<file path="src/rtl/gng_romload_packer.sv">
// gng_romload_packer: packs hps_io ROM download bytes into 16-bit
// little-endian words and queues them in a small FIFO for a req/ack
// write port. It also recognises the invulnerability ROM signature.
// Ports: clk_sys, rst_n (async, active-low); ioctl_download/wr/addr/dout
// byte input with ioctl_wait back-pressure; mem_req/addr/data/be/ack
// word output; inv_ena signature match, done end pulse, sticky overflow.
module gng_romload_packer #(
   parameter int AW    = 19,
   parameter int DEPTH = 4
) (
   input  logic          clk_sys,
   input  logic          rst_n,
   input  logic          ioctl_download,
   input  logic          ioctl_wr,
   input  logic [24:0]   ioctl_addr,
   input  logic [7:0]    ioctl_dout,
   output logic          ioctl_wait,
   output logic          mem_req,
   output logic [AW-2:0] mem_addr,
   output logic [15:0]   mem_data,
   output logic [1:0]    mem_be,
   input  logic          mem_ack,
   output logic          inv_ena,
   output logic          done,
   output logic          overflow
);

   localparam int PW = $clog2(DEPTH);
   localparam int WW = AW + 17;
   localparam logic [31:0] SIG = 32'h8000_8310;

   typedef enum logic [1:0] {IDLE, LOAD, FLUSH, DONE} state_t;

   state_t        state_q, state_d;
   logic          dl_q, start, drop;
   logic          part_vld_q, part_vld_d;
   logic          pend_vld_q, pend_vld_d;
   logic [WW-1:0] part_q, part_d, pend_q, pend_d;
   logic [WW-1:0] push_w, head, lo_w, hi_w, mg_w;
   logic          push, push_ok, pop, full, strobe, same_w;
   logic [AW-2:0] waddr;
   logic [3:0]    flag_q;
   logic [PW-1:0] wr_q, rd_q;
   logic [PW:0]   cnt_q;
   logic [WW-1:0] mem [DEPTH];

   // word layout: {word address, data[15:0], be[1:0]}
   assign strobe = ioctl_wr & ~|ioctl_addr[24:AW];
   assign waddr  = ioctl_addr[AW-1:1];
   assign same_w = part_q[WW-1 -: AW-1] == waddr;
   assign lo_w   = {waddr, 8'h00, ioctl_dout, 2'b01};
   assign hi_w   = {waddr, ioctl_dout, 8'h00, 2'b10};
   assign mg_w   = {waddr, ioctl_dout, part_q[9:2], 2'b11};

   assign full       = cnt_q == (PW+1)'(DEPTH);
   assign mem_req    = cnt_q != '0;
   assign pop        = mem_req & mem_ack;
   assign push_ok    = push & ~full;
   assign ioctl_wait = (cnt_q >= (PW+1)'(DEPTH-1)) | pend_vld_q;
   assign done       = state_q == DONE;

   // head is gated so the port reads zero while nothing is queued
   assign head     = mem[rd_q];
   assign mem_addr = mem_req ? head[WW-1 -: AW-1] : '0;
   assign mem_data = mem_req ? head[17:2] : '0;
   assign mem_be   = mem_req ? head[1:0] : '0;

   always_ff @(posedge clk_sys or negedge rst_n) begin
      if (!rst_n) state_q <= IDLE;
      else        state_q <= state_d;
   end

   always_comb begin
      state_d    = state_q;
      start      = 1'b0;
      drop       = 1'b0;
      push       = 1'b0;
      push_w     = '0;
      part_vld_d = part_vld_q;
      part_d     = part_q;
      pend_vld_d = 1'b0;
      pend_d     = pend_q;
      unique case (state_q)
         IDLE: begin
            if (ioctl_download && !dl_q) begin
               state_d    = LOAD;
               start      = 1'b1;
               part_vld_d = 1'b0;
            end
         end
         LOAD: begin
            if (!ioctl_download && dl_q) state_d = FLUSH;
            if (pend_vld_q) begin
               // second half of a split strobe owns the push slot;
               // an even byte needs no push so it is still accepted
               if (full) begin
                  pend_vld_d = 1'b1;
               end else begin
                  push   = 1'b1;
                  push_w = pend_q;
               end
               if (strobe && !ioctl_addr[0]) begin
                  part_vld_d = 1'b1;
                  part_d     = lo_w;
               end
               drop = strobe & ioctl_addr[0];
            end else if (strobe) begin
               if (!ioctl_addr[0]) begin
                  push       = part_vld_q;
                  push_w     = part_q;
                  part_vld_d = 1'b1;
                  part_d     = lo_w;
               end else if (part_vld_q && same_w) begin
                  push       = 1'b1;
                  push_w     = mg_w;
                  part_vld_d = 1'b0;
               end else if (part_vld_q) begin
                  push       = 1'b1;
                  push_w     = part_q;
                  part_vld_d = 1'b0;
                  pend_vld_d = 1'b1;
                  pend_d     = hi_w;
               end else begin
                  push   = 1'b1;
                  push_w = hi_w;
               end
            end
         end
         FLUSH: begin
            if (full) begin
               pend_vld_d = pend_vld_q;
            end else if (pend_vld_q) begin
               push   = 1'b1;
               push_w = pend_q;
            end else if (part_vld_q) begin
               push       = 1'b1;
               push_w     = part_q;
               part_vld_d = 1'b0;
            end else if (cnt_q == '0) begin
               state_d = DONE;
            end
         end
         DONE: state_d = IDLE;
      endcase
   end

   always_ff @(posedge clk_sys or negedge rst_n) begin
      if (!rst_n) begin
         dl_q       <= 1'b0;
         part_vld_q <= 1'b0;
         part_q     <= '0;
         pend_vld_q <= 1'b0;
         pend_q     <= '0;
         flag_q     <= '0;
         inv_ena    <= 1'b0;
         overflow   <= 1'b0;
      end else begin
         dl_q       <= ioctl_download;
         part_vld_q <= part_vld_d;
         part_q     <= part_d;
         pend_vld_q <= pend_vld_d;
         pend_q     <= pend_d;
         if (start) begin
            flag_q   <= '0;
            inv_ena  <= 1'b0;
            overflow <= 1'b0;
         end else begin
            if (state_q == LOAD && ioctl_wr && ioctl_addr < 25'd4)
               flag_q[ioctl_addr[1:0]] <=
                  ioctl_dout == SIG[{ioctl_addr[1:0], 3'b000} +: 8];
            inv_ena <= &flag_q;
            if ((push && full) || drop) overflow <= 1'b1;
         end
      end
   end

   always_ff @(posedge clk_sys or negedge rst_n) begin
      if (!rst_n) begin
         wr_q  <= '0;
         rd_q  <= '0;
         cnt_q <= '0;
      end else begin
         if (push_ok) wr_q <= wr_q + PW'(1);
         if (pop)     rd_q <= rd_q + PW'(1);
         cnt_q <= cnt_q + (PW+1)'(push_ok) - (PW+1)'(pop);
      end
   end

   always_ff @(posedge clk_sys) begin
      if (push_ok) mem[wr_q] <= push_w;
   end

endmodule
</file>
<file path="config.mk">
export PLATFORM = sky130hd
export DESIGN_NAME = gng_romload_packer
export DESIGN_NICKNAME = d
export VERILOG_FILES = /design/src/rtl/gng_romload_packer.sv
export SDC_FILE = /design/constraint.sdc
export NUM_CORES = 1
export LEC_CHECK = 0
export BUFFER_PORTS_ARGS = -buffer_cell sky130_fd_sc_hd__buf_4
export CAP_MARGIN = 15
export CORE_MARGIN = 2
export CORE_UTILIZATION = 54
export DETAILED_ROUTE_END_ITERATION = 16
export HOLD_SLACK_MARGIN = 0.08
export PLACE_DENSITY_LB_ADDON = 0.08
export SETUP_SLACK_MARGIN = 0.5
export SLEW_MARGIN = 20
export SYNTH_ARGS = -nofsm -noshare
export SYNTH_HDL_FRONTEND = slang
export SYNTH_SLANG_ARGS = --single-unit
export TNS_END_PERCENT = 1
</file>
<file path="constraint.sdc">
create_clock -name clk_sys -period 2.6 [get_ports clk_sys]
set_clock_uncertainty 0.05 [all_clocks]
set_input_delay 0.52 -clock clk_sys [delete_from_list [all_inputs] [get_ports clk_sys]]
set_output_delay 0.52 -clock clk_sys [all_outputs]
set_load 0.05 [all_outputs]
</file>
==> flow_metrics.env, run 1 <==
export IMPL_timing_final_crit_share_pct=103
export IMPL_cp_start_kind="flip-flop"
export IMPL_rows=49
export IMPL_leakagePower_nw=5.13
export IMPL_ys_ff_latch=216
export IMPL_cts_path_max_buffers=3
export IMPL_post_route_util_pct=74.3
export IMPL_antenna_found_initial=2
export IMPL_drc=0
export IMPL_die_h_um=139
export IMPL_synth_area_top_cells="edfxtp_1, dfrtp_1, mux4_2"
export IMPL_max_freq_ghz=0.374
export IMPL_synth_fp_nets=727
export IMPL_hold_viol=0
export IMPL_maxCapViolations=0
export IMPL_die_width_um=139
export IMPL_overflow=0
export IMPL_layout_commonest_cell="edfxtp_1"
export IMPL_setup_slack_ns=-0.0771
export IMPL_floorplan_initialDensity_pct=55.0
export IMPL_drt_pass1_iter_count=5
export IMPL_synth_top_area_cell="edfxtp_1"
export IMPL_grt_pass1_wl_um=40600
export IMPL_ios=79
export IMPL_route_vias_total=6696
export IMPL_clockRootBuffer="clkbuf_16"
export IMPL_core_area_sq_mm=0.0180
export IMPL_ant_nets=0
export IMPL_yosys_cell_types_count=60
export IMPL_maxSlewViolCount=0
export IMPL_fin_nets=874
export IMPL_ir_drop_mv=1.18
export IMPL_areaGrowthSynthToFinish_pct=35.2
export IMPL_first_iter_violations=653
export IMPL_fin_crit_ns=2.68
export IMPL_cp_required_ns=2.03
export IMPL_track_usage_pct=27.2
export IMPL_cts_buffers=22
export IMPL_num_antenna_cells=0
export IMPL_yosys_warnings=0
export IMPL_dpl_hpwl_um=16600
export IMPL_drive_gt1_share_pct=50.5
export IMPL_wl_per_cell_um=24.5
export IMPL_synthArstFlopShare_pct=33.3
export IMPL_cp_data_arrival_time_ns=2.11
export IMPL_synth_top_area_share_pct=43.8
export IMPL_dp_cells=1020
export IMPL_layout_common_cells="edfxtp_1, buf_4, dfrtp_1"
export IMPL_end_kind="output port"
export IMPL_finalNonFillerCells=1068
export IMPL_cts_htree_levels=1
export IMPL_io_buffers=78
export IMPL_grt_max_degree=40
export IMPL_worst_slew_pin_slew_ns=0.747
export IMPL_path_class="flip-flop to output port"
export IMPL_clk_latency_ns=0.50
export IMPL_place_congestion=0.910
export IMPL_ys_seq_area_share_pct=62.0
export IMPL_syn_avg_cell_area_sq_um=14.6
export IMPL_cts_sinks=216
export IMPL_timing_slew_headroom_pct=50.1
export IMPL_hp_class="primary input to flip-flop"
export IMPL_clk_pin_slew_ns=0.06
export IMPL_synthCells=676
export IMPL_powerDensity_mw_per_mm2=1050
export IMPL_routed_wl_um=26200
export IMPL_rsz0062_at_grt="true"
export IMPL_setup_viol=13
export IMPL_status="finished, violations left"
export IMPL_ys_flop_type="edfxtp_1"
export IMPL_die_area_sq_mm=0.0194
export IMPL_grt_pass1_vias=6918
export IMPL_num_fill_cells=1095
export IMPL_violations="negative setup slack"
export IMPL_viasPerCell=6.27
export IMPL_crit_path_max_fanout=7
export IMPL_syn_cell_area_sq_mm=0.00988
export IMPL_cts_tree="built"
export IMPL_synth_edf_count=144
## critical path, cell delays in order (launching register included)
cell     delay [ns]
dfrtp_2        0.40
buf_6          0.14
buf_12         0.12
buf_16         0.13
mux4_2         0.50
and2_4         0.17
buf_6          0.14
## path summary, 6_finish.rpt
kind,from,end,slack [ns],depth (start not counted)
setup / recovery,rd_q[0],mem_addr[10],-0.08,6
hold / removal,ioctl_dout[2],part_q[4],0.25,2
setup reg to reg,part_q[30],mem[2][10],0.10,7
hold reg to reg,pend_q[1],pend_q[1],0.42,1
max in group asynchronous,rst_n,part_q[32],1.29,3
min in group asynchronous,rst_n,part_q[21],0.53,2
## sequential cells by signal (all words and copies together) (netlist names), 2 cells and up
name     cells
state_q      2
pend_q      27
cnt_q        3
mem        144
wr_q         2
part_q      27
rd_q         2
flag_q       4
## per-stage QoR
| step | area (sq um) | power, mW | worst slack [ns] | hold slack (ns) | setup TNS (ns) |
|---|---|---|---|---|---|
| 2_1_floorplan | 9930 | 7.54 | 0.280 | 0.174 | 0 |
| 3_3_place_gp | 11300 | 9.06 | -0.162 | 0.400 | -0.852 |
| 3_5_place_dp | 11300 | 9.11 | -0.199 | 0.402 | -1.52 |
| 4_1_cts | 13100 | 14.0 | -0.0516 | 0.245 | -0.353 |
| 5_1_grt | 13400 | 14.5 | -0.121 | 0.258 | -1.51 |
| 6_report | 13400 | 14.0 | -0.0771 | 0.249 | -0.524 |
## kinds of logic after synthesis
family	synth area share (%)
muxes	14.9
adders and majority gates	1.72
xor gates and xnor gates	2.04
AOI/OAI and AO/OA	8.12
DFF	62.0
buffers and inverters	2.51
and+or+nand+nor	8.66
## per-layer routing
layer	GRT usage, %	part of all wire, %	vias to the layer above
li1	-	-	2897
met1	39.6	43	3429
met2	43.7	48	320
met3	4.30	7.2	50
met4	6.43	2.1	0
met5	0	0	-
## Yosys cell counts (all sizes together) (2+ instances only)
master and count:
a211oi 3, a21o 2, a21oi 25, a22o 7
a22oi 10, a31oi 6, and2 51, and3 2
buf 18, clkbuf 22, dfrtp 72, edfxtp 144
ha 12, inv 13, mux2 55, mux2i 4
mux4 36, nand2 15, nand2b 3, nand3 7
nand4 4, nand4b 2, nor2 50, nor3 4
nor3b 3, nor4 9, o2111ai 12, o21a 4
o21ai 28, o221ai 5, o22ai 2, o31a 2
o31ai 9, xnor2 4, xor2 19
## where the power goes
group	switching [mW]	leakage [nW]	internal (mW)
Sequential	0.146	2.21	3.75
Clock	1.29	0.378	2.11
Combinational	3.63	2.55	3.08
## timing repair
action                     4_1_cts  5_1_grt
buffers inserted                 4        0
pin swaps                       67       59
cloned                           2        0
setup endpoints to repair      368      366
gates resized for setup        234       45
hold endpoints to repair        37        0
hold buffers                     2        0
## cell type report
type	instances	area [sq um]	share of cell area (%)
timing repair buffer	163	1740	13.0
sequential	216	6140	45.9
clock inverter	13	193	1.44
clock buffer	27	591	4.42
multi-input combinational	406	4350	32.6
inverter	14	57.6	0.431
tap	229	287	2.15
Note: power is estimated with default switching activity, not from simulation.
==> run 2: changes to the inputs <==
--- a/config.mk
+++ b/config.mk
@@ -7,11 +7,14 @@
 export LEC_CHECK = 0
 export BUFFER_PORTS_ARGS = -buffer_cell sky130_fd_sc_hd__buf_4
 export CAP_MARGIN = 15
+export CORE_ASPECT_RATIO = 0.5
 export CORE_MARGIN = 2
 export CORE_UTILIZATION = 54
 export DETAILED_ROUTE_END_ITERATION = 16
+export GPL_TIMING_DRIVEN = 1
 export HOLD_SLACK_MARGIN = 0.08
 export PLACE_DENSITY_LB_ADDON = 0.08
+export RECOVER_POWER = 25
 export SETUP_SLACK_MARGIN = 0.5
 export SLEW_MARGIN = 20
 export SYNTH_ARGS = -nofsm -noshare
==> run 2 against run 1 <==
Non-clock buffer count down 11. Largest cell class unchanged. Power decreased by 4.6%. Cell area down 1.5%. The flow still finishes with violations (negative setup slack). Critical path depth unchanged. Fmax down 0.25%. Critical path type unchanged.
==> flow_metrics.env, run 2 (synthesis results as in run 1) <==
export IMPL_status="finished, violations left"
export IMPL_violations="negative setup slack"
export IMPL_hp_class="primary input to flip-flop"
export IMPL_crit_cells=6
export IMPL_r2r_end="mem[0][20]"
export IMPL_cts_tree="built"
export IMPL_cp_top_family="buffers and inverters"
export IMPL_route_vias_total=6441
export IMPL_cp_num_buf_inv=4
export IMPL_top_layer_used="met4"
export IMPL_maxSlewViolCount=0
export IMPL_clockRootBuffer="clkbuf_16"
export IMPL_place_congestion=0.870
export IMPL_io_buffers=78
export IMPL_hold_viol=0
export IMPL_finalNonFillerCells=1058
export IMPL_path_common_cell="buf_12"
export IMPL_drive_gt1_share_pct=49.8
export IMPL_worst_slew_pin_slew_ns=0.831
export IMPL_leakagePower_nw=4.99
export IMPL_powerDensity_mw_per_mm2=1020
export IMPL_cp_data_arrival_time_ns=2.11
export IMPL_grt_max_degree=56
export IMPL_viasPerCell=6.09
export IMPL_rr_worst_depth=7
export IMPL_grt_pass1_vias=6674
export IMPL_cp_required_ns=2.03
export IMPL_ios=79
export IMPL_areaGrowthSynthToFinish_pct=33.1
export IMPL_cpPeakStageDelay_ns=0.51
export IMPL_timing_slew_headroom_pct=44.4
export IMPL_cp_start_kind="flip-flop"
export IMPL_first_iter_violations=481
export IMPL_met1_length_um=11100
export IMPL_dp_cells=1011
export IMPL_setup_viol=15
export IMPL_drt_pass1_iter_count=5
export IMPL_antenna_found_initial=0
export IMPL_drc=0
export IMPL_num_fill_cells=1110
export IMPL_wl_per_cell_um=23.5
export IMPL_cts_path_max_buffers=3
export IMPL_rsz0062_at_grt="true"
export IMPL_die_area_sq_mm=0.0195
export IMPL_reg2reg_setup_slack_ns=0.24
export IMPL_fin_crit_ns=2.68
export IMPL_cts_htree_levels=1
export IMPL_dpl_hpwl_um=15800
export IMPL_power_mw=13.4
export IMPL_path_cells="buf_12 -> buf_12 -> buf_16 -> mux4_2 -> and2_4 -> buf_6"
export IMPL_ant_nets=0
export IMPL_critPathCapture="mem_addr[0]"
export IMPL_crit_path_max_fanout=7
export IMPL_worstSetupStartpoint="rd_q[0]"
export IMPL_cts_buffers=20
export IMPL_grt_pass1_wl_um=38900
export IMPL_fin_nets=861
export IMPL_die_width_um=195
export IMPL_floorplan_initialDensity_pct=55.9
export IMPL_core_area_sq_mm=0.0177
export IMPL_layout_commonest_cell="edfxtp_1"
export IMPL_timing_final_crit_share_pct=103
export IMPL_reg_largest_list="mem (144), part_q (27), pend_q (27)"
export IMPL_cts_sinks=216
export IMPL_pre_cts_ws_ns=-0.205
export IMPL_num_antenna_cells=0
export IMPL_track_usage_pct=26.5
export IMPL_die_h_um=99.6
export IMPL_cpMaxStageDelayCell="mux4_2"
export IMPL_clk_pin_slew_ns=0.07
export IMPL_overflow=0
export IMPL_end_kind="output port"
export IMPL_setup_slack_ns=-0.0836
export IMPL_r2r_start="part_q[32]"
export IMPL_clk_latency_ns=0.50
export IMPL_layout_common_cells="edfxtp_1, buf_4, dfrtp_1"
export IMPL_ir_drop_mv=0.772
export IMPL_routed_wl_um=24800
export IMPL_path_class="flip-flop to output port"
export IMPL_max_freq_ghz=0.373
export IMPL_regMostFlops="mem"
export IMPL_largest_reg_flops=144
export IMPL_maxCapViolations=0
export IMPL_dr_wl_met2_um=12000
export IMPL_wl_met3_um=1420
export IMPL_rows=34
==> run 2: worst min-delay path by stage <==
stage                             start    endpoint  cells after the start  slack [ns]
after floorplan                   rst_n    cnt_q[0]                      0        0.17
after detailed placement      part_q[0]   part_q[0]                      1        0.42
after global routing      ioctl_dout[5]  pend_q[15]                      2        0.24
after global placement        part_q[0]   part_q[0]                      1        0.40
final                     ioctl_addr[7]  pend_q[24]                      2        0.25
after CTS                 ioctl_dout[5]  pend_q[15]                      2        0.23
==> run 2: layer usage <==
metal  global-route usage (%)  up-vias
met5                        0        -
met4                     4.05        0
met3                     4.31       26
met2                     44.0      217
met1                     38.4     3339
li1                         -     2859
==> run 2: repair_timing <==
item	in CTS	in global routing
setup buffers	6	1
hold buffers	2	0
resized for setup	210	62
gates cloned	2	0
endpoints found under the hold margin	48	0
pin swaps	73	69
endpoints found under the setup margin	332	356
==> run 2: power by group <==
group	switching, mW	internal (mW)	total (mW)
registers	0.137	3.75	3.88
logic	3.64	2.97	6.61
clock network	1.24	1.64	2.88
==> run 2: area by class of cell <==
type | instances | area [sq um] | share of cell area (%)
Clock buffer | 27 | 568 | 4.32
Sequential cell | 216 | 6130 | 46.7
Tap cell | 234 | 293 | 2.23
Clock inverter | 9 | 75.1 | 0.571
Inverter | 14 | 57.6 | 0.438
Multi-Input combinational cell | 406 | 4390 | 33.4
Timing Repair Buffer | 152 | 1630 | 12.4
==> run 2: metrics by stage <==
stage               hold slack (ns)  util, %  cell area, sq um  TNS [ns]
global placement              0.402     63.3             11200     -1.20
floorplan                     0.174        -              9930         0
detailed placement            0.418     63.3             11200     -1.31
finish                        0.252     74.5             13100    -0.795
global route                  0.238     74.5             13100     -2.13
CTS                           0.228     72.7             12800     -1.90
